===== config.mk =====
export PLATFORM = sky130hd
export DESIGN_NAME = csa_mult_seq
export DESIGN_NICKNAME = d
export VERILOG_FILES = /design/src/rtl/csa_mult_seq.sv
export SDC_FILE = /design/constraint.sdc
export NUM_CORES = 1
export LEC_CHECK = 0
export CORE_MARGIN = 5
export CORE_UTILIZATION = 50
export CTS_CLUSTER_SIZE = 20
export DETAILED_ROUTE_END_ITERATION = 6
export GPL_ROUTABILITY_DRIVEN = 0
export PLACE_DENSITY_LB_ADDON = 0.1
export REMOVE_ABC_BUFFERS = 1
export SYNTH_ARGS = -nofsm -noshare
export SYNTH_HDL_FRONTEND = slang
export SYNTH_SLANG_ARGS = --single-unit

===== constraint.sdc =====
create_clock -name clk -period 12.6 [get_ports clk]
set_clock_uncertainty 0.2 [all_clocks]
set_input_delay 2.52 -clock clk [delete_from_list [all_inputs] [get_ports clk]]
set_output_delay 2.52 -clock clk [all_outputs]
set_load 0.005 [all_outputs]

===== src/rtl/csa_mult_seq.sv =====
// Sequential unsigned multiplier: one shared row of full-adder cells accumulates a
// partial product per cycle in carry-save form, then ripples the final sum.
module csa_mult_seq #(
    parameter int WIDTH = 8
) (
    input  logic                 clk,
    input  logic                 rst_n,
    input  logic                 start,
    input  logic [WIDTH-1:0]     a,
    input  logic [WIDTH-1:0]     b,
    output logic                 busy,
    output logic                 done,
    output logic [2*WIDTH-1:0]   product
);

    localparam int PW = 2 * WIDTH;
    localparam int CW = (WIDTH > 1) ? $clog2(WIDTH) : 1;

    localparam logic [1:0] ST_IDLE    = 2'd0;
    localparam logic [1:0] ST_ACCUM   = 2'd1;
    localparam logic [1:0] ST_RESOLVE = 2'd2;
    localparam logic [1:0] ST_DONE    = 2'd3;

    logic [1:0]       state;
    logic [WIDTH-1:0] a_r;
    logic [WIDTH-1:0] b_r;
    logic [PW-1:0]    s_r;
    // Top carry bit would only ever be shifted out, so it is not stored.
    logic [PW-2:0]    c_r;
    logic [CW-1:0]    cnt;

    logic [PW-1:0]    pp;
    logic [PW-1:0]    y_op;
    logic [PW-1:0]    fa_s;
    logic [PW-2:0]    fa_c;
    logic             resolving;

    assign resolving = (state == ST_RESOLVE);
    assign y_op      = {c_r, 1'b0};

    always_comb begin
        pp = '0;
        if (b_r[cnt])
            pp = {{WIDTH{1'b0}}, a_r} << cnt;
    end

    // The same cell row serves both phases: the third input is the partial
    // product while accumulating and the neighbour's carry while resolving.
    always_comb begin
        logic xi, yi, zi, rc;
        fa_s = '0;
        fa_c = '0;
        rc   = 1'b0;
        for (int unsigned i = 0; i < PW; i++) begin
            xi      = s_r[i];
            yi      = y_op[i];
            zi      = resolving ? rc : pp[i];
            fa_s[i] = xi ^ yi ^ zi;
            rc      = (xi & yi) | (xi & zi) | (yi & zi);
            if (i < PW - 1)
                fa_c[i] = rc;
        end
    end

    always_ff @(posedge clk or negedge rst_n) begin
        if (!rst_n) begin
            state   <= ST_IDLE;
            a_r     <= '0;
            b_r     <= '0;
            s_r     <= '0;
            c_r     <= '0;
            cnt     <= '0;
            busy    <= 1'b0;
            done    <= 1'b0;
            product <= '0;
        end else begin
            done <= 1'b0;
            case (state)
                ST_ACCUM: begin
                    s_r <= fa_s;
                    c_r <= fa_c;
                    if (cnt == CW'(WIDTH - 1)) begin
                        cnt   <= '0;
                        state <= ST_RESOLVE;
                    end else begin
                        cnt <= cnt + 1'b1;
                    end
                end
                ST_RESOLVE: begin
                    product <= fa_s;
                    busy    <= 1'b0;
                    done    <= 1'b1;
                    state   <= ST_DONE;
                end
                default: begin
                    // DONE also accepts a new start so back-to-back requests
                    // sustain one operation every WIDTH+2 cycles.
                    if (start) begin
                        a_r   <= a;
                        b_r   <= b;
                        s_r   <= '0;
                        c_r   <= '0;
                        cnt   <= '0;
                        busy  <= 1'b1;
                        state <= ST_ACCUM;
                    end else begin
                        state <= ST_IDLE;
                    end
                end
            endcase
        end
    end

endmodule

==> results of run 1 <==
==> registers in the layout (all words and copies together), names as in the netlist <==
register and flops:
a_r 8, b_r 8, busy 1, c_r 15
cnt 3, done 1, product 16, s_r 16
state 2
==> per-stage QoR <==
stage	std cells	power (W)	util [%]	area [sq um]
finish	453	0.000853	60.5	4160
global route	453	0.000917	60.5	4160
CTS	453	0.000861	60.5	4160
detailed placement	438	0.000701	58.1	3990
global placement	438	0.000698	58.1	3990
floorplan	303	0.000569	-	3480
==> critical path: cells and delay by family, from the launching register on <==
family / cells / cell delay (ns)
fa+ha+maj: 15 / 5.56
buf+inv: 1 / 0.07
simple gates: 2 / 0.58
compound gates: 15 / 2.43
flops: 1 / 0.76
mux: 1 / 0.33
xor+xnor: 2 / 0.34
==> metal layers <==
metal	vias to the layer above	global-route usage, %	share of wire [%]
li1	1168	-	-
met3	12	4.30	3.4
met1	1164	24.5	49
met5	-	0	0
met2	40	25.8	45
met4	0	6.85	1.8
==> power by group through the flow <==
stage	Sequential, W	Clock [W]	Combinational [W]
final	0.000325	0.000159	0.000368
after global routing	0.000334	0.000174	0.000409
after global placement	0.000327	0	0.000370
after floorplan	0.000318	0	0.000252
after CTS	0.000326	0.000162	0.000373
after detailed placement	0.000330	0	0.000372
==> path summary, 6_finish.rpt <==
check                           slack [ns]                       to          startpoint
worst min-delay path                  0.28       c_r[2]$_DFFE_PN0P_  c_r[2]$_DFFE_PN0P_
worst max-delay path                  2.21  product[15]$_DFFE_PN0P_  cnt[0]$_DFFE_PN0P_
min in group asynchronous             2.14           done$_DFF_PN0_               rst_n
max in group asynchronous             9.42       b_r[1]$_DFFE_PN0P_               rst_n
worst min register to register        0.28       c_r[2]$_DFFE_PN0P_  c_r[2]$_DFFE_PN0P_
worst max register to register        2.21  product[15]$_DFFE_PN0P_  cnt[0]$_DFFE_PN0P_
==> layout by cell type (no fill, tap or decap), drive strengths merged <==
cell and n:
a21oi 4, a22o 1, a22oi 1, a2bb2oi 6, a31oi 1, a32oi 1
and2 1, and3 1, buf 4, clkbuf 14, clkdlybuf4s50 35, clkinv 2
dfrtp 70, fa 14, ha 5, inv 31, mux2 19, mux2i 14
mux4 5, nand2 60, nand2b 2, nor2 6, nor3 1, nor3b 1
o21a 1, o21ai 22, o22a 5, o22ai 1, o31ai 27, xnor2 2
==> kinds of logic after synthesis <==
kind of cell,Yosys count,share of synthesized area [%]
AND/OR/NAND/NOR,72,8.48
adder cells (fa/ha/maj),19,9.60
flip-flops,70,49.1
XOR/XNOR,2,0.491
AO/OA/AOI/OAI,70,13.5
buffers and inverters,52,5.85
multiplexers,38,13.1
==> layout make-up <==
cell class,instances,area [sq um],share of cell area (%)
Inverter,32,120,2.89
Timing Repair Buffer,39,378,9.09
Clock inverter,1,5.00,0.120
Sequential cell,70,1750,42.1
Tap cell,96,120,2.89
Multi-Input combinational cell,201,1620,39.0
Clock buffer,14,163,3.91
==> metrics.md, run 1 <==
| Metric | Value |
|---|---|
| Cell repeated most along the worst path | `fa_1` |
| Die ar. | `between 8000 and 9000 sq um` |
| Ant. Diodes | `0` |
| Dpl ws | `approximately 2.2 ns` |
| Netlist Area Pre-Place | `3570 sq um` |
| Tcrit/Tclk final | `between 80 and 90%` |
| Synthesis-to-layout area growth | `16.5%` |
| CP endpoint kind | `flop` |
| Slowest CP cell | `dfrtp_1` |
| Vertical die dimension | `approximately 95 um` |
| Net Sw Frac | `a little under two fifths` |
| Vias in the first global route | `2452` |
| Share of the synthesized area in the top cell type | `between 40% and 50%` |
| Die X | `around 95 um` |
| Part of the power in the clock network | `between 10% and 20%` |
| RSZ-0062 raised after global routing | `no` |
| Pleak | `1.65 nW` |
| Final HPWL DP | `4490 um` |
| Clk root buf | `clkbuf_8` |
| Critical Path Source Type | `flop` |
| Peak supply drop | `between 0.0001 and 0.00015 V` |
| Clk slew on worst S/H paths | `approximately 0.07 ns` |
| Synth Instances | `roughly 320` |
| Post-route setup slack | `2.21 ns` |
| IO Port Bufs | `36` |
| Num CTS Buffers | `9` |
| CTS sink count | `70` |
| WHS | `0.277 ns` |
| Final nets | `391` |
| Count leader, synth | `dfrtp_1` |
| Slew HR | `roughly a third` |
| Area contributors post-synth | `dfrtp_1 (49%), fa_1 (7.8%), nand2_1 (6.3%), mux2_2 (6.0%), o31ai_1 (5.7%)` |
| Post-synth ARST share | `100%` |
| Yosys cell types | `35` |
| Worst hold path class | `reg -> reg` |
| Final Slew Violations | `0` |
| Initial Util | `just over 50%` |
| Ys Warns | `0` |
| Initial DRC count | `approximately 120` |
| Worst EP arrival | `around 10 ns` |
| CTS H-tree depth | `3` |
| Max_cap viols | `0` |
| Grt total ovfl | `0` |
| Most common library cells after synthesis | `dfrtp_1 (70), nand2_1 (60), inv_1 (30)` |
| Syn Area/Cell | `~11 sq um` |
| Cts hold-fix bufs | `0` |
| Post-synth EDFFs | `0` |
| Sum Neg Setup Slack | `0 ns` |
| # setup viols final | `0` |
| Psw | `about 0.00033 W` |
| Vias | `between 2k and 2.5k` |
| Pwr Density | `slightly above 200 nW/um^2` |
| Count of state elements after synthesis | `70` |
| DRC | `0` |
| Max clock buf depth | `2` |
| Wire per inst | `approximately 15 um` |
| Initial antenna violation count | `0` |
| Vias per Instance | `5.26` |
| Dominant synthesized flop cell | `dfrtp_1` |
| CP peak stage delay | `about 0.76 ns` |
| Final hold violation count | `0` |
| Share of layout cells above drive strength 1 | `12.9%` |
| Sequential area share after synthesis | `between 40% and 50%` |
| CTS tree | `built` |
| R2r worst-path depth | `36` |
| Internal power | `between 0.0005 and 0.0006 W` |
| Crit Path Category | `reg -> reg` |
| CP Max Fanout | `15` |
| Largest net degree at the start of global routing | `71` |
| Global-route usage over all layers | `17.4%` |
| Pre-antenna DRT Iters | `4` |
| Core ar. | `roughly 6900 sq um` |
| Achievable Freq | `~96 MHz` |
| Tmin final | `~10 ns` |
| Final WL | `just under 7000 um` |
| Skew-Pair Late Insertion Delay | `about 0.34 ns` |
| Setup bufs post-CTS | `0` |
| Combinational Power Share | `roughly 43%` |
| Required time of the critical path | `around 13 ns` |
| Sequential share of power | `a little under two fifths` |
| Outcome | `completed` |
| First-pass GRT wire length | `around 12000 um` |
| Routed Antenna Nets | `0` |
| Least-Margin Pin Slew | `~0.99 ns` |
| Post-CTS sizing | `0` |
| Worst Hold Depth | `2` |
| FILL cells | `around 610` |
| Site Rows | `30` |
| IO Pins | `37` |
| Largest area contributor in the netlist | `dfrtp_1` |
Power figures use the tool's default switching activity.
==> run 2: changes to the inputs <==
clock period = 8.7 ns   (was 12.6 ns; I/O delays follow)
==> metrics.md, run 2 (synthesized netlist as in run 1, its figures left out) <==
| Metric | Value |
|---|---|
| Num CTS Buffers | `9 (unchanged)` |
| Commonest cells after routing, fill and taps aside | `dfrtp_1 (70), nand2_1 (60), clkdlybuf4s50_1 (35)` |
| Final Slew Violations | `0 (unchanged)` |
| Pwr Density | `310 nW/um^2 (+51%)` |
| Worst EP arrival | `9.07 ns (-1.32 ns)` |
| Commonest non-fill, non-tap cell in the layout | `dfrtp_1` |
| Pre-antenna DRT Iters | `4 (unchanged)` |
| Max clock buf depth | `2 (unchanged)` |
| Ant. Diodes | `0 (unchanged)` |
| Sequential share of power | `32.6% (-5.5 points)` |
| Wire per inst | `15.7 um (+2.3%)` |
| Initial DRC count | `140 (+22%)` |
| DRC | `0 (unchanged)` |
| Core ar. | `6870 sq um (unchanged)` |
| RSZ-0062 raised after global routing | `yes` |
| Peak supply drop | `0.000250 V (+110%)` |
| Final WL | `7540 um (+8.6%)` |
| Failing checks | `setup timing` |
| CP endpoint kind | `flop` |
| Slew HR | `30.8% (-3.0 points)` |
| CP Max Fanout | `2 (-13)` |
| Outcome | `finished, violations left` |
| Post-route setup slack | `-0.368 ns (-2.58 ns)` |
| Pleak | `1.83 nW (+11%)` |
| Synthesis-to-layout area growth | `26.6%` |
| Vias per Instance | `5.21 (-1.0%)` |
| Cell repeated most along the worst path | `fa_2` |
| Worst hold path class | `reg -> reg` |
| Biggest regs | `product: 16 flops, s_r: 16 flops, c_r: 15 flops` |
| Share of layout cells above drive strength 1 | `26.5% (+14 points)` |
| Sum Neg Setup Slack | `-1.12 ns (-1.12 ns)` |
| IO Port Bufs | `36 (unchanged)` |
| Vertical die dimension | `94.5 um (unchanged)` |
| Site Rows | `30 (unchanged)` |
| Dpl cells | `456 (+4.1%)` |
| Psw | `0.000517 W (+59%)` |
| Final hold violation count | `0 (unchanged)` |
| Vias | `2506 (+5.1%)` |
| Max_cap viols | `0 (unchanged)` |
| Net Sw Frac | `36.9% (-1.3 points)` |
| Skew-Pair Late Insertion Delay | `0.34 ns (about the same)` |
| # setup viols final | `4 (+4)` |
| Combinational Power Share | `46.7% (+3.6 points)` |
| Final HPWL DP | `4780 um (+6.5%)` |
| Grt total ovfl | `0 (unchanged)` |
| CP peak stage delay | `0.39 ns (-0.37 ns)` |
| CTS sink count | `70 (unchanged)` |
| WHS | `0.281 ns (+0.00397 ns)` |
| CTS H-tree depth | `3 (unchanged)` |
| Vias in the first global route | `2591 (+5.7%)` |
| Clk slew on worst S/H paths | `0.07 ns (about the same)` |
| Least-Margin Pin Slew | `1.03 ns (+0.0452 ns)` |
| Die X | `94.5 um (unchanged)` |
| Dpl ws | `-0.955 ns (-3.20 ns)` |
| Power, Total | `0.00140 W (+64%)` |
| Routed Antenna Nets | `0 (unchanged)` |
| IO Pins | `37 (unchanged)` |
| Final nets | `418 (+6.9%)` |
| Tcrit/Tclk final | `104% (+22 points)` |
| Initial antenna violation count | `0 (unchanged)` |
| Clk root buf | `clkbuf_8` |
| Internal power | `0.000883 W (+67%)` |
| Critical Path Source Type | `flop` |
| Part of the power in the clock network | `20.7% (+2.0 points)` |
| Initial Util | `52.0% (unchanged)` |
| Achievable Freq | `110 MHz (+15%)` |
| Slowest CP cell | `dfrtp_1` |
| Largest net degree at the start of global routing | `71 (unchanged)` |
| Crit Path Category | `reg -> reg` |
| Required time of the critical path | `8.70 ns (-3.90 ns)` |
| Tmin final | `9.07 ns (-1.32 ns)` |
| Global-route usage over all layers | `19.0% (+1.6 points)` |
| CTS tree | `built` |
| Fin cells | `481 (+6.2%)` |
| First-pass GRT wire length | `13100 um (+7.7%)` |
| Die ar. | `8930 sq um (unchanged)` |
-- run 2: cell count changes in the layout (fill, tap and decap cells not counted), moves of 2 or more --
cell / delta
a2bb2oi_1: -5
a2bb2oi_2: +5
buf_4: +27
bufinv_16: +2
fa_1: -14
fa_2: +14
o21ai_0: -2
o21ai_1: +2
o31ai_1: -2
o31ai_2: +2
-- run 2: layer usage --
metal  vias up  part of all wire [%]  track usage (%)
met1      1232                    47             26.4
met2        45                    48             30.1
li1       1220                     -                -
met5         -                     0                0
met4         0                   1.7             6.85
met3         9                   3.4             3.11
-- run 2: layout make-up --
| type | instances | area (sq um) |
|---|---|---|
| clock buffers | 12 | 145 |
| clock inverters | 4 | 70.1 |
| fillers | 548 | 2350 |
| inverters | 32 | 120 |
| multi-input cells | 201 | 1730 |
| flip-flops and latches | 70 | 1750 |
| well taps | 96 | 120 |
| repair buffers | 66 | 581 |
-- run 2: stage by stage --
stage / utilization, % / area [sq um]
2_1_floorplan: - / 3480
3_3_place_gp: 60.1 / 4130
3_5_place_dp: 60.1 / 4130
4_1_cts: 65.4 / 4490
5_1_grt: 65.8 / 4520
6_report: 65.8 / 4520
-- run 2: critical path: cells and delay by family, from the launching register on --
kind            cells  cell delay, ns
buf+inv             1            0.06
mux                 1            0.33
xor+xnor            2            0.30
fa+ha+maj          15            5.06
compound gates     15            2.29
simple gates        2            0.33
flops               1            0.39
-- run 2: final timing paths --
kind | to | start | depth (start not counted) | slack (ns)
min | s_r[1]$_DFFE_PN0P_ | s_r[1]$_DFFE_PN0P_ | 2 | 0.28
min in group asynchronous | done$_DFF_PN0_ | rst_n | 2 | 1.40
min reg2reg | s_r[1]$_DFFE_PN0P_ | s_r[1]$_DFFE_PN0P_ | 2 | 0.28
max reg2reg | product[15]$_DFFE_PN0P_ | cnt[0]$_DFFE_PN0P_ | 36 | -0.37
max in group asynchronous | b_r[0]$_DFFE_PN0P_ | rst_n | 2 | 6.31
max | product[15]$_DFFE_PN0P_ | cnt[0]$_DFFE_PN0P_ | 36 | -0.37
-- run 2: power groups by stage --
| stage | registers (W) | logic, W | clock network (W) |
|---|---|---|---|
| 2_1_floorplan | 0.000460 | 0.000364 | 0 |
| 3_3_place_gp | 0.000458 | 0.000606 | 0 |
| 3_5_place_dp | 0.000463 | 0.000615 | 0 |
| 4_1_cts | 0.000457 | 0.000653 | 0.000296 |
| 5_1_grt | 0.000468 | 0.000721 | 0.000307 |
| 6_report | 0.000456 | 0.000653 | 0.000290 |
-- run 2: repair_timing --
item | in CTS | in global routing
endpoints found under the setup margin | 7 | 7
setup buffers | 7 | 2
resized for setup | 26 | 4
hold buffers | 0 | 0
pin swaps | 7 | 8
==> run 3: changes to the inputs <==
ABC_AREA = 0   (was default)
CTS_CLUSTER_DIAMETER = 60   (was default)
TNS_END_PERCENT = 20   (was default)
==> metrics.md, run 3 (synthesized netlist as in run 1, its figures left out) <==
| Metric | Value |
|---|---|
| Peak supply drop | `0.000247 V (-1.4%)` |
| Fin area | `4450 sq um (-1.5%)` |
| Share of layout cells above drive strength 1 | `23.9% (-2.5 points)` |
| WHS Endpoint | `s_r[1]$_DFFE_PN0P_` |
| Die X | `94.5 um (unchanged)` |
| Num CTS Buffers | `9 (unchanged)` |
| Largest net degree at the start of global routing | `71 (unchanged)` |
| Final HPWL DP | `4780 um (unchanged)` |
| Skew-Pair Late Insertion Delay | `0.34 ns (about the same)` |
| Footprint of the multi-input gates | `1700 sq um (-1.7%)` |
| CTS H-tree depth | `3 (unchanged)` |
| IO Port Bufs | `36 (unchanged)` |
| CP Max Fanout | `2 (unchanged)` |
| Grt total ovfl | `0 (unchanged)` |
| Core ar. | `6870 sq um (unchanged)` |
| DRT met1 WL | `3490 um (-1.8%)` |
| # setup viols final | `4 (unchanged)` |
| Worst hold path class | `reg -> reg` |
| Global-route usage over all layers | `18.8% (-0.12 points)` |
| Outcome | `finished, violations left` |
| Routed Antenna Nets | `0 (unchanged)` |
| Critical Path Source Type | `flop` |
| Metal3 WL | `282 um (+11%)` |
| Max_cap viols | `0 (unchanged)` |
| Slowest CP cell | `dfrtp_1` |
| Biggest regs | `product: 16 flops, s_r: 16 flops, c_r: 15 flops` |
| CP peak stage delay | `0.39 ns (about the same)` |
| Register area | `1750 sq um (unchanged)` |
| First-pass GRT wire length | `13000 um (-0.53%)` |
| Wire per inst | `15.5 um (-1.2%)` |
| Post-Place Cell Area | `4130 sq um (unchanged)` |
| Least-Margin Pin Slew | `0.995 ns (-0.0391 ns)` |
| Hold Crit Start | `s_r[1]$_DFFE_PN0P_` |
| Worst reg-to-reg setup slack | `-0.32 ns (+0.05 ns)` |
| DRC | `0 (unchanged)` |
| Final WL | `7370 um (-2.3%)` |
| FILL cells | `560 (+2.2%)` |
| Initial DRC count | `173 (+24%)` |
| Site Rows | `30 (unchanged)` |
| Required time of the critical path | `8.70 ns (about the same)` |
| CP endpoint kind | `flop` |
| Pre-antenna DRT Iters | `4 (unchanged)` |
| RSZ-0062 raised after global routing | `yes` |
| Vias per Instance | `5.23 (+0.41%)` |
| Clk slew on worst S/H paths | `0.07 ns (about the same)` |
| Cell repeated most along the worst path | `fa_2` |
| Worst EP arrival | `9.02 ns (-0.05 ns)` |
| Tmin final | `9.02 ns (-0.0513 ns)` |
| Initial antenna violation count | `0 (unchanged)` |
| Pleak | `1.80 nW (-1.6%)` |
| Slew HR | `33.4% (+2.6 points)` |
| Initial Util | `52.0% (unchanged)` |
| Tcrit/Tclk final | `104% (-0.59 points)` |
| Failing checks | `setup timing` |
| Reg2reg end | `product[15]$_DFFE_PN0P_` |
| Pwr Density | `311 nW/um^2 (+0.64%)` |
| Vertical die dimension | `94.5 um (unchanged)` |
| FF-to-FF Start | `cnt[0]$_DFFE_PN0P_` |
| Post-route setup slack | `-0.317 ns (+0.0513 ns)` |
| Cts hold-fix bufs | `0 (unchanged)` |
| Achievable Freq | `111 MHz (+0.57%)` |
| Final Slew Violations | `0 (unchanged)` |
| Max clock buf depth | `2 (unchanged)` |
| CTS sink count | `70 (unchanged)` |
| Commonest cells after routing, fill and taps aside | `dfrtp_1 (70), nand2_1 (60), clkdlybuf4s50_1 (35)` |
| Vias in the first global route | `2583 (-0.31%)` |
| Worst Hold Depth | `2 (unchanged)` |
| Commonest non-fill, non-tap cell in the layout | `dfrtp_1` |
| Highest Signal Layer | `met4` |
| WL met2 | `3450 um (-4.5%)` |
| Final hold violation count | `0 (unchanged)` |
| Final nets | `413 (-1.2%)` |
| Synthesis-to-layout area growth | `24.7%` |
| Crit Path Category | `reg -> reg` |
| Ant. Diodes | `0 (unchanged)` |
| Clk root buf | `clkbuf_8` |
| Die ar. | `8930 sq um (unchanged)` |
| Final core occ | `64.8% (-0.98 points)` |
| Vias | `2490 (-0.64%)` |
| R2r worst-path depth | `36 (unchanged)` |
| IO Pins | `37 (unchanged)` |
| CTS tree | `built` |
-- run 3: changes by cell type in the layout (fill, tap and decap cells not counted) --
cell	before	now
inv_2	2	1
a32oi_2	1	0
a32oi_1	0	1
o31ai_1	25	27
a2bb2oi_2	6	4
o21ai_0	19	20
buf_4	30	25
a2bb2oi_1	0	2
o21ai_1	2	1
o31ai_2	2	0
inv_1	29	30
-- run 3: timing repair --
action	in CTS	in global routing
resized for setup	16	7
setup endpoints to repair	7	7
setup buffers	3	1
pin swaps	6	7
-- run 3: per-layer routing --
| layer | global-route usage [%] | vias to the layer above |
|---|---|---|
| met3 | 3.19 | 11 |
| li1 | - | 1209 |
| met2 | 29.4 | 52 |
| met4 | 7.33 | 0 |
| met1 | 26.4 | 1218 |
| met5 | 0 | - |
-- run 3: worst max-delay path by stage --
stage	from	to	slack, ns
floorplan	state[0]$_DFFE_PN0P_	product[15]$_DFFE_PN0P_	-1.17
global placement	cnt[0]$_DFFE_PN0P_	product[15]$_DFFE_PN0P_	-0.74
detailed placement	cnt[0]$_DFFE_PN0P_	product[15]$_DFFE_PN0P_	-0.96
CTS	cnt[0]$_DFFE_PN0P_	product[15]$_DFFE_PN0P_	-0.47
global route	cnt[0]$_DFFE_PN0P_	product[15]$_DFFE_PN0P_	-0.71
finish	cnt[0]$_DFFE_PN0P_	product[15]$_DFFE_PN0P_	-0.32
-- run 3: worst max-delay path, delay by kind of cell, from the launching register on --
kind,cells,cell delay [ns]
xor+xnor,2,0.30
simple gates,2,0.33
fa+ha+maj,15,4.99
compound gates,15,2.29
mux,1,0.33
flops,1,0.39
buf+inv,1,0.06
-- run 3: power breakdown --
group | switching (W) | internal (W) | leakage [nW]
clock network | 0.000121 | 0.000169 | 0.110
registers | 0.0000489 | 0.000407 | 0.925
logic | 0.000338 | 0.000304 | 0.767
total | 0.000507 | 0.000880 | 1.80
-- run 3: area by class of cell --
type	instances	area share, %
sequential	70	39.3
multi-input combinational	201	38.2
timing repair buffer	61	12.2
clock buffer	12	3.26
inverter	32	2.70
tap	96	2.70
clock inverter	4	1.57
-- run 3: stage by stage --
step	setup slack, ns	total power (W)	setup TNS (ns)	instances	hold WS (ns)
6_report	-0.317	0.00139	-0.962	476	0.279
4_1_cts	-0.470	0.00139	-1.42	475	0.284
3_5_place_dp	-0.955	0.00108	-3.88	456	0.267
3_3_place_gp	-0.744	0.00106	-2.50	456	0.262
2_1_floorplan	-1.17	0.000825	-5.19	303	0.249
5_1_grt	-0.711	0.00149	-2.47	476	0.303
